--- src/rtl/serial_adder_ctrl_if.sv ---
// Request/result bundle for the bit-serial adder: operands and start in, busy/done and registered sum out.
// The master drives operands and start; the slave (the adder) returns status and result.
interface serial_adder_ctrl_if #(
   parameter int WIDTH = 8
) ();
   logic             i_start;
   logic [WIDTH-1:0] i_a;
   logic [WIDTH-1:0] i_b;
   logic             i_ci;
   logic             o_busy;
   logic             o_done;
   logic [WIDTH-1:0] o_sum;
   logic             o_co;

   modport master (
      output i_start, i_a, i_b, i_ci,
      input  o_busy, o_done, o_sum, o_co
   );

   modport slave (
      input  i_start, i_a, i_b, i_ci,
      output o_busy, o_done, o_sum, o_co
   );
endinterface

--- src/rtl/serial_adder_ctrl.sv ---
// Bit-serial WIDTH-bit adder sharing one full-adder cell, LSB first; result valid WIDTH+1 edges after start.
// Start is accepted only in IDLE; requests during RUN/DONE are dropped, not queued.
module fa_dataflow (
   input  logic a_i,
   input  logic b_i,
   input  logic ci_i,
   output logic s_o,
   output logic co_o
);
   assign s_o  = a_i ^ b_i ^ ci_i;
   assign co_o = (a_i & b_i) | (ci_i & (a_i ^ b_i));
endmodule

module serial_adder_ctrl #(
   parameter int WIDTH = 8,
   parameter int CNT_W = 6
) (
   input  logic               clk,
   input  logic               rst_n,
   serial_adder_ctrl_if.slave bus
);
   typedef enum logic [1:0] {
      IDLE = 2'd0,
      RUN  = 2'd1,
      DONE = 2'd2
   } state_t;

   state_t           state_q, state_d;
   logic [WIDTH-1:0] sa_q, sa_d;
   logic [WIDTH-1:0] sb_q, sb_d;
   logic [WIDTH-1:0] ps_q, ps_d;
   logic [WIDTH-1:0] sum_q, sum_d;
   logic             c_q, c_d;
   logic             co_q, co_d;
   logic [CNT_W-1:0] cnt_q, cnt_d;
   logic             fa_s, fa_co;
   logic [WIDTH-1:0] ps_shift;

   fa_dataflow u_fa (
      .a_i  (sa_q[0]),
      .b_i  (sb_q[0]),
      .ci_i (c_q),
      .s_o  (fa_s),
      .co_o (fa_co)
   );

   // New sum bit enters at the MSB so the LSB-first result lands in place after WIDTH shifts.
   generate
      if (WIDTH == 1) begin : g_ps_w1
         assign ps_shift = fa_s;
      end else begin : g_ps_wn
         assign ps_shift = {fa_s, ps_q[WIDTH-1:1]};
      end
   endgenerate

   always_comb begin
      state_d = state_q;
      sa_d    = sa_q;
      sb_d    = sb_q;
      ps_d    = ps_q;
      c_d     = c_q;
      cnt_d   = cnt_q;
      sum_d   = sum_q;
      co_d    = co_q;
      case (state_q)
         IDLE: begin
            if (bus.i_start) begin
               sa_d    = bus.i_a;
               sb_d    = bus.i_b;
               c_d     = bus.i_ci;
               ps_d    = '0;
               cnt_d   = '0;
               state_d = RUN;
            end
         end
         RUN: begin
            sa_d  = sa_q >> 1;
            sb_d  = sb_q >> 1;
            ps_d  = ps_shift;
            c_d   = fa_co;
            cnt_d = cnt_q + CNT_W'(1);
            if (cnt_q == CNT_W'(WIDTH - 1)) begin
               sum_d   = ps_shift;
               co_d    = fa_co;
               state_d = DONE;
            end
         end
         DONE:    state_d = IDLE;
         default: state_d = IDLE;
      endcase
   end

   always_ff @(posedge clk) begin
      if (!rst_n) begin
         state_q <= IDLE;
         sa_q    <= '0;
         sb_q    <= '0;
         ps_q    <= '0;
         c_q     <= 1'b0;
         cnt_q   <= '0;
         sum_q   <= '0;
         co_q    <= 1'b0;
      end else begin
         state_q <= state_d;
         sa_q    <= sa_d;
         sb_q    <= sb_d;
         ps_q    <= ps_d;
         c_q     <= c_d;
         cnt_q   <= cnt_d;
         sum_q   <= sum_d;
         co_q    <= co_d;
      end
   end

   assign bus.o_busy = (state_q == RUN);
   assign bus.o_done = (state_q == DONE);
   assign bus.o_sum  = sum_q;
   assign bus.o_co   = co_q;
endmodule

--- src/flat_wrapper.sv ---
// flat-port wrapper written by rule: the top's interface ports become plain ports
module serial_adder_ctrl_flat 
#(
   parameter int WIDTH = 8,
   parameter int CNT_W = 6
)
  (clk, rst_n, bus_i_start, bus_i_a, bus_i_b, bus_i_ci, bus_o_busy, bus_o_done, bus_o_sum, bus_o_co);
  serial_adder_ctrl_if #(.WIDTH(WIDTH)) bus_i ();
  input  logic clk;
  input  logic rst_n;
  input wire logic [$bits(bus_i.i_start)-1:0] bus_i_start;
  input wire logic [$bits(bus_i.i_a)-1:0] bus_i_a;
  input wire logic [$bits(bus_i.i_b)-1:0] bus_i_b;
  input wire logic [$bits(bus_i.i_ci)-1:0] bus_i_ci;
  output wire logic [$bits(bus_i.o_busy)-1:0] bus_o_busy;
  output wire logic [$bits(bus_i.o_done)-1:0] bus_o_done;
  output wire logic [$bits(bus_i.o_sum)-1:0] bus_o_sum;
  output wire logic [$bits(bus_i.o_co)-1:0] bus_o_co;
  assign bus_i.i_start = bus_i_start;
  assign bus_i.i_a = bus_i_a;
  assign bus_i.i_b = bus_i_b;
  assign bus_i.i_ci = bus_i_ci;
  assign bus_o_busy = bus_i.o_busy;
  assign bus_o_done = bus_i.o_done;
  assign bus_o_sum = bus_i.o_sum;
  assign bus_o_co = bus_i.o_co;
  serial_adder_ctrl #(.WIDTH(WIDTH), .CNT_W(CNT_W)) u_core (.clk(clk), .rst_n(rst_n), .bus(bus_i));
endmodule
--- config.mk ---
export PLATFORM = sky130hd
export DESIGN_NAME = serial_adder_ctrl_flat
export DESIGN_NICKNAME = d
export VERILOG_FILES = /design/src/rtl/serial_adder_ctrl_if.sv /design/src/rtl/serial_adder_ctrl.sv /design/src/flat_wrapper.sv
export SDC_FILE = /design/constraint.sdc
export NUM_CORES = 1
export LEC_CHECK = 0
export ABC_CLOCK_PERIOD_IN_PS = 2500
export CORE_UTILIZATION = 32
export DETAILED_ROUTE_END_ITERATION = 10
export PLACE_DENSITY = 0.54
export SYNTH_ARGS = -nofsm -noshare
export SYNTH_HDL_FRONTEND = slang
export SYNTH_SLANG_ARGS = --single-unit
--- constraint.sdc ---
create_clock -name clk -period 2.5 [get_ports clk]
set_input_delay 0.25 -clock clk [delete_from_list [all_inputs] [get_ports clk]]
set_output_delay 0.25 -clock clk [all_outputs]
set_load 0.02 [all_outputs]
==> results.txt <==
status: finished, final reports clean
Die Y: 75.75 um
endpoints failing setup: 0
core area: 0.005172 mm2
register share of total power: 0.511
leading register cell type out of synthesis: dfxtp_1
Overflow after GRT: 0
Tmin final: 2.025 ns
Antenna diodes: 0
clock power share: 0.391
synth warn: 0
Seq cells post-synth: 41
clock slew seen by the registers of the worst setup and hold paths: 0.08 ns
P_leak: 0.0008490 uW
DR vias/cell: 4.870
IO Count: 31
Max transition margin: 0.5641
Inst Count DP: 267
CTS Sinks: 41
Mean Syn Cell Area: 10.00 um2
number of synthesized flops with an enable pin: 0
synthesized instance count: 174
Pre-antenna DRT Iters: 4
P&R area growth vs syn: 27.03%
clk root buf: clkbuf_8
P_int: 1048 uW
clock buffer depth: 2
initial antenna violation count: 0
number of buffers added on ports: 30
CTS tree: yes
Slew @ Worst Pin: 0.6470 ns
Post-CTS Resized: 0
Die Footprint: 0.005738 mm2
vias in the first global route: 1246
final instance area: 0.002211 mm2
fin cells: 276
Setup crit end kind: primary output
largest net degree at the start of global routing: 21
GP Congestion: 0.8150
register area share after synthesis: 0.4716
setup ws final: 0.4750 ns
WS Path Type: reg -> out
total power: 1361 uW
syn_nets: 196
final WL: 3492 um
final period utilization: 0.8100
Sw Share: 0.2302
NetSw: 313.3 uW
crit path DAT: 1.78 ns
drt initial violations: 113
P per Cell Area: 615.5 mW/mm2
Max Transition Viols Final: 0
CP Max Fanout: 15
Post-CTS Setup Repair Bufs: 0
Yosys cell types: 32
H-tree depth: 2
Gate power share: 0.098
DRC viols: 0
DR vias: 1344
post-route ant nets: 0
TritonCTS Buffers: 5
dpl cell area: 0.002091 mm2
chip width: 75.75 um
Async SR Flop Fraction: 0
critical path startpoint category: flop
mapped cell area: 0.001740 mm2
first-pass GRT wire length: 5609 um
Worst Skew: 0.007284 ns
CTS hold repair buffers: 0
RSZ-0062 raised after global routing: false
Routed WL per cell: 12.65 um
MaxCap Viol Count: 0
GRT Util Overall: 0.1299
Hold Path Class: reg -> reg
Place WS: 0.2653 ns
FMAX: 0.4938 GHz
final hold violations: 0
hold depth: 2
starting density of the core: 0.3365
proportion of layout cells with a drive suffix above 1: 0.09223
Worst EP required: 2.25 ns
clk_lat worst skew: 0.29 ns
Final TNS setup: 0 ns
row count: 26
# nets final: 227
R2R depth: 5
post-DP HPWL: 2541 um
Max IR drop VDD: 0.2625 mV
## final cells by class
| class | instances | area [um2] |
|---|---|---|
| flip-flops and latches | 41 | 820.8 |
| multi-input cells | 119 | 833.3 |
| well taps | 70 | 87.58 |
| fillers | 499 | 2962 |
| clock buffers | 5 | 68.82 |
| clock inverters | 3 | 46.29 |
| repair buffers | 37 | 350.3 |
| inverters | 1 | 3.754 |
## placed cells by master (no fill, tap or decap), drive strengths merged, types with 3 or more instances in the layout
cell type	synthesis	layout
nand3	5	5
nand4	3	3
mux2i	22	22
clkdlybuf4s50	0	30
nor2	6	6
dfxtp	41	41
a21oi	4	4
a22o	10	10
clkbuf	3	5
nand2	26	26
buf	10	7
nor2b	8	8
o2bb2ai	10	10
o21ai	3	3
nand2b	3	3
o221a	3	3
## synthesized netlist by cell type (2+ instances only)
cell	count	area, um2
nand2b_1	3	18.77
a22oi_1	2	15.01
and2_1	2	12.51
buf_4	6	45.04
nand2_1	26	97.59
nand4_1	3	18.77
a21oi_1	4	20.02
nor2_1	6	22.52
o2bb2ai_1	10	87.58
a22o_1	10	87.58
dfxtp_1	41	820.8
buf_2	3	15.01
clkbuf_1	3	11.26
nand3_1	5	25.02
o21ai_0	3	15.01
mux2i_1	22	220.2
nor2b_1	8	50.05
o221a_2	3	33.78
## worst max-delay path, cell delays in order, from the launching register on
cell and delay [ns]:
dfxtp_1 0.58, nand2b_1 0.12, inv_1 0.15, clkdlybuf4s50_1 0.63
## metrics by stage
step / hold WS, ns / utilization
2_1_floorplan: 0.4015 / -
3_3_place_gp: 0.4423 / 0.4042
3_5_place_dp: 0.4475 / 0.4042
4_1_cts: 0.4616 / 0.4265
5_1_grt: 0.4808 / 0.4274
6_report: 0.4564 / 0.4274
## layer usage
metal / track usage / routed length [um] / vias to the layer above
li1: - / - / 681
met1: 0.1752 / 1728 / 628
met2: 0.1947 / 1558 / 29
met3: 0.03968 / 144 / 6
met4: 0.04938 / 61 / 0
met5: 0 / 0 / -
## final timing paths
path | start | endpoint | slack (ns)
worst max-delay path | u_core.state_q[0]$_SDFFE_PN0P_ | bus_o_busy | 0.47
worst min-delay path | u_core.bus.o_sum[5]$_SDFFE_PN0P_ | u_core.bus.o_sum[5]$_SDFFE_PN0P_ | 0.46
worst max register to register | u_core.state_q[0]$_SDFFE_PN0P_ | u_core.bus.o_sum[6]$_SDFFE_PN0P_ | 0.84
worst min register to register | u_core.bus.o_sum[5]$_SDFFE_PN0P_ | u_core.bus.o_sum[5]$_SDFFE_PN0P_ | 0.46
## flip-flops by register name, summed over array words and instances, names as in the netlist
name	flops
u_core.bus.o_sum	8
u_core.sa_q	8
u_core.sb_q	8
u_core.ps_q	7
u_core.cnt_q	6
u_core.state_q	2
u_core.bus.o_co	1
u_core.c_q	1
## power groups by stage
stage	clock network, uW	logic [uW]	registers (uW)
after floorplan	0	87.9	704
after global placement	0	130	710
after detailed placement	0	134	711
after CTS	550	135	695
after global routing	581	147	699
final	532	134	695
## logic make-up (layout without fill, tap and decap cells)
logic type | after synthesis | after routing | share of synthesized area
AO/OA/AOI/OAI | 35 | 35 | 0.1632
AND/OR/NAND/NOR | 60 | 60 | 0.1704
flip-flops | 41 | 41 | 0.4716
multiplexers | 22 | 22 | 0.1265
buffers and inverters | 14 | 46 | 0.04960
adder cells (fa/ha/maj) | 2 | 2 | 0.01869
No activity file was read; power rests on OpenSTA's default activity.
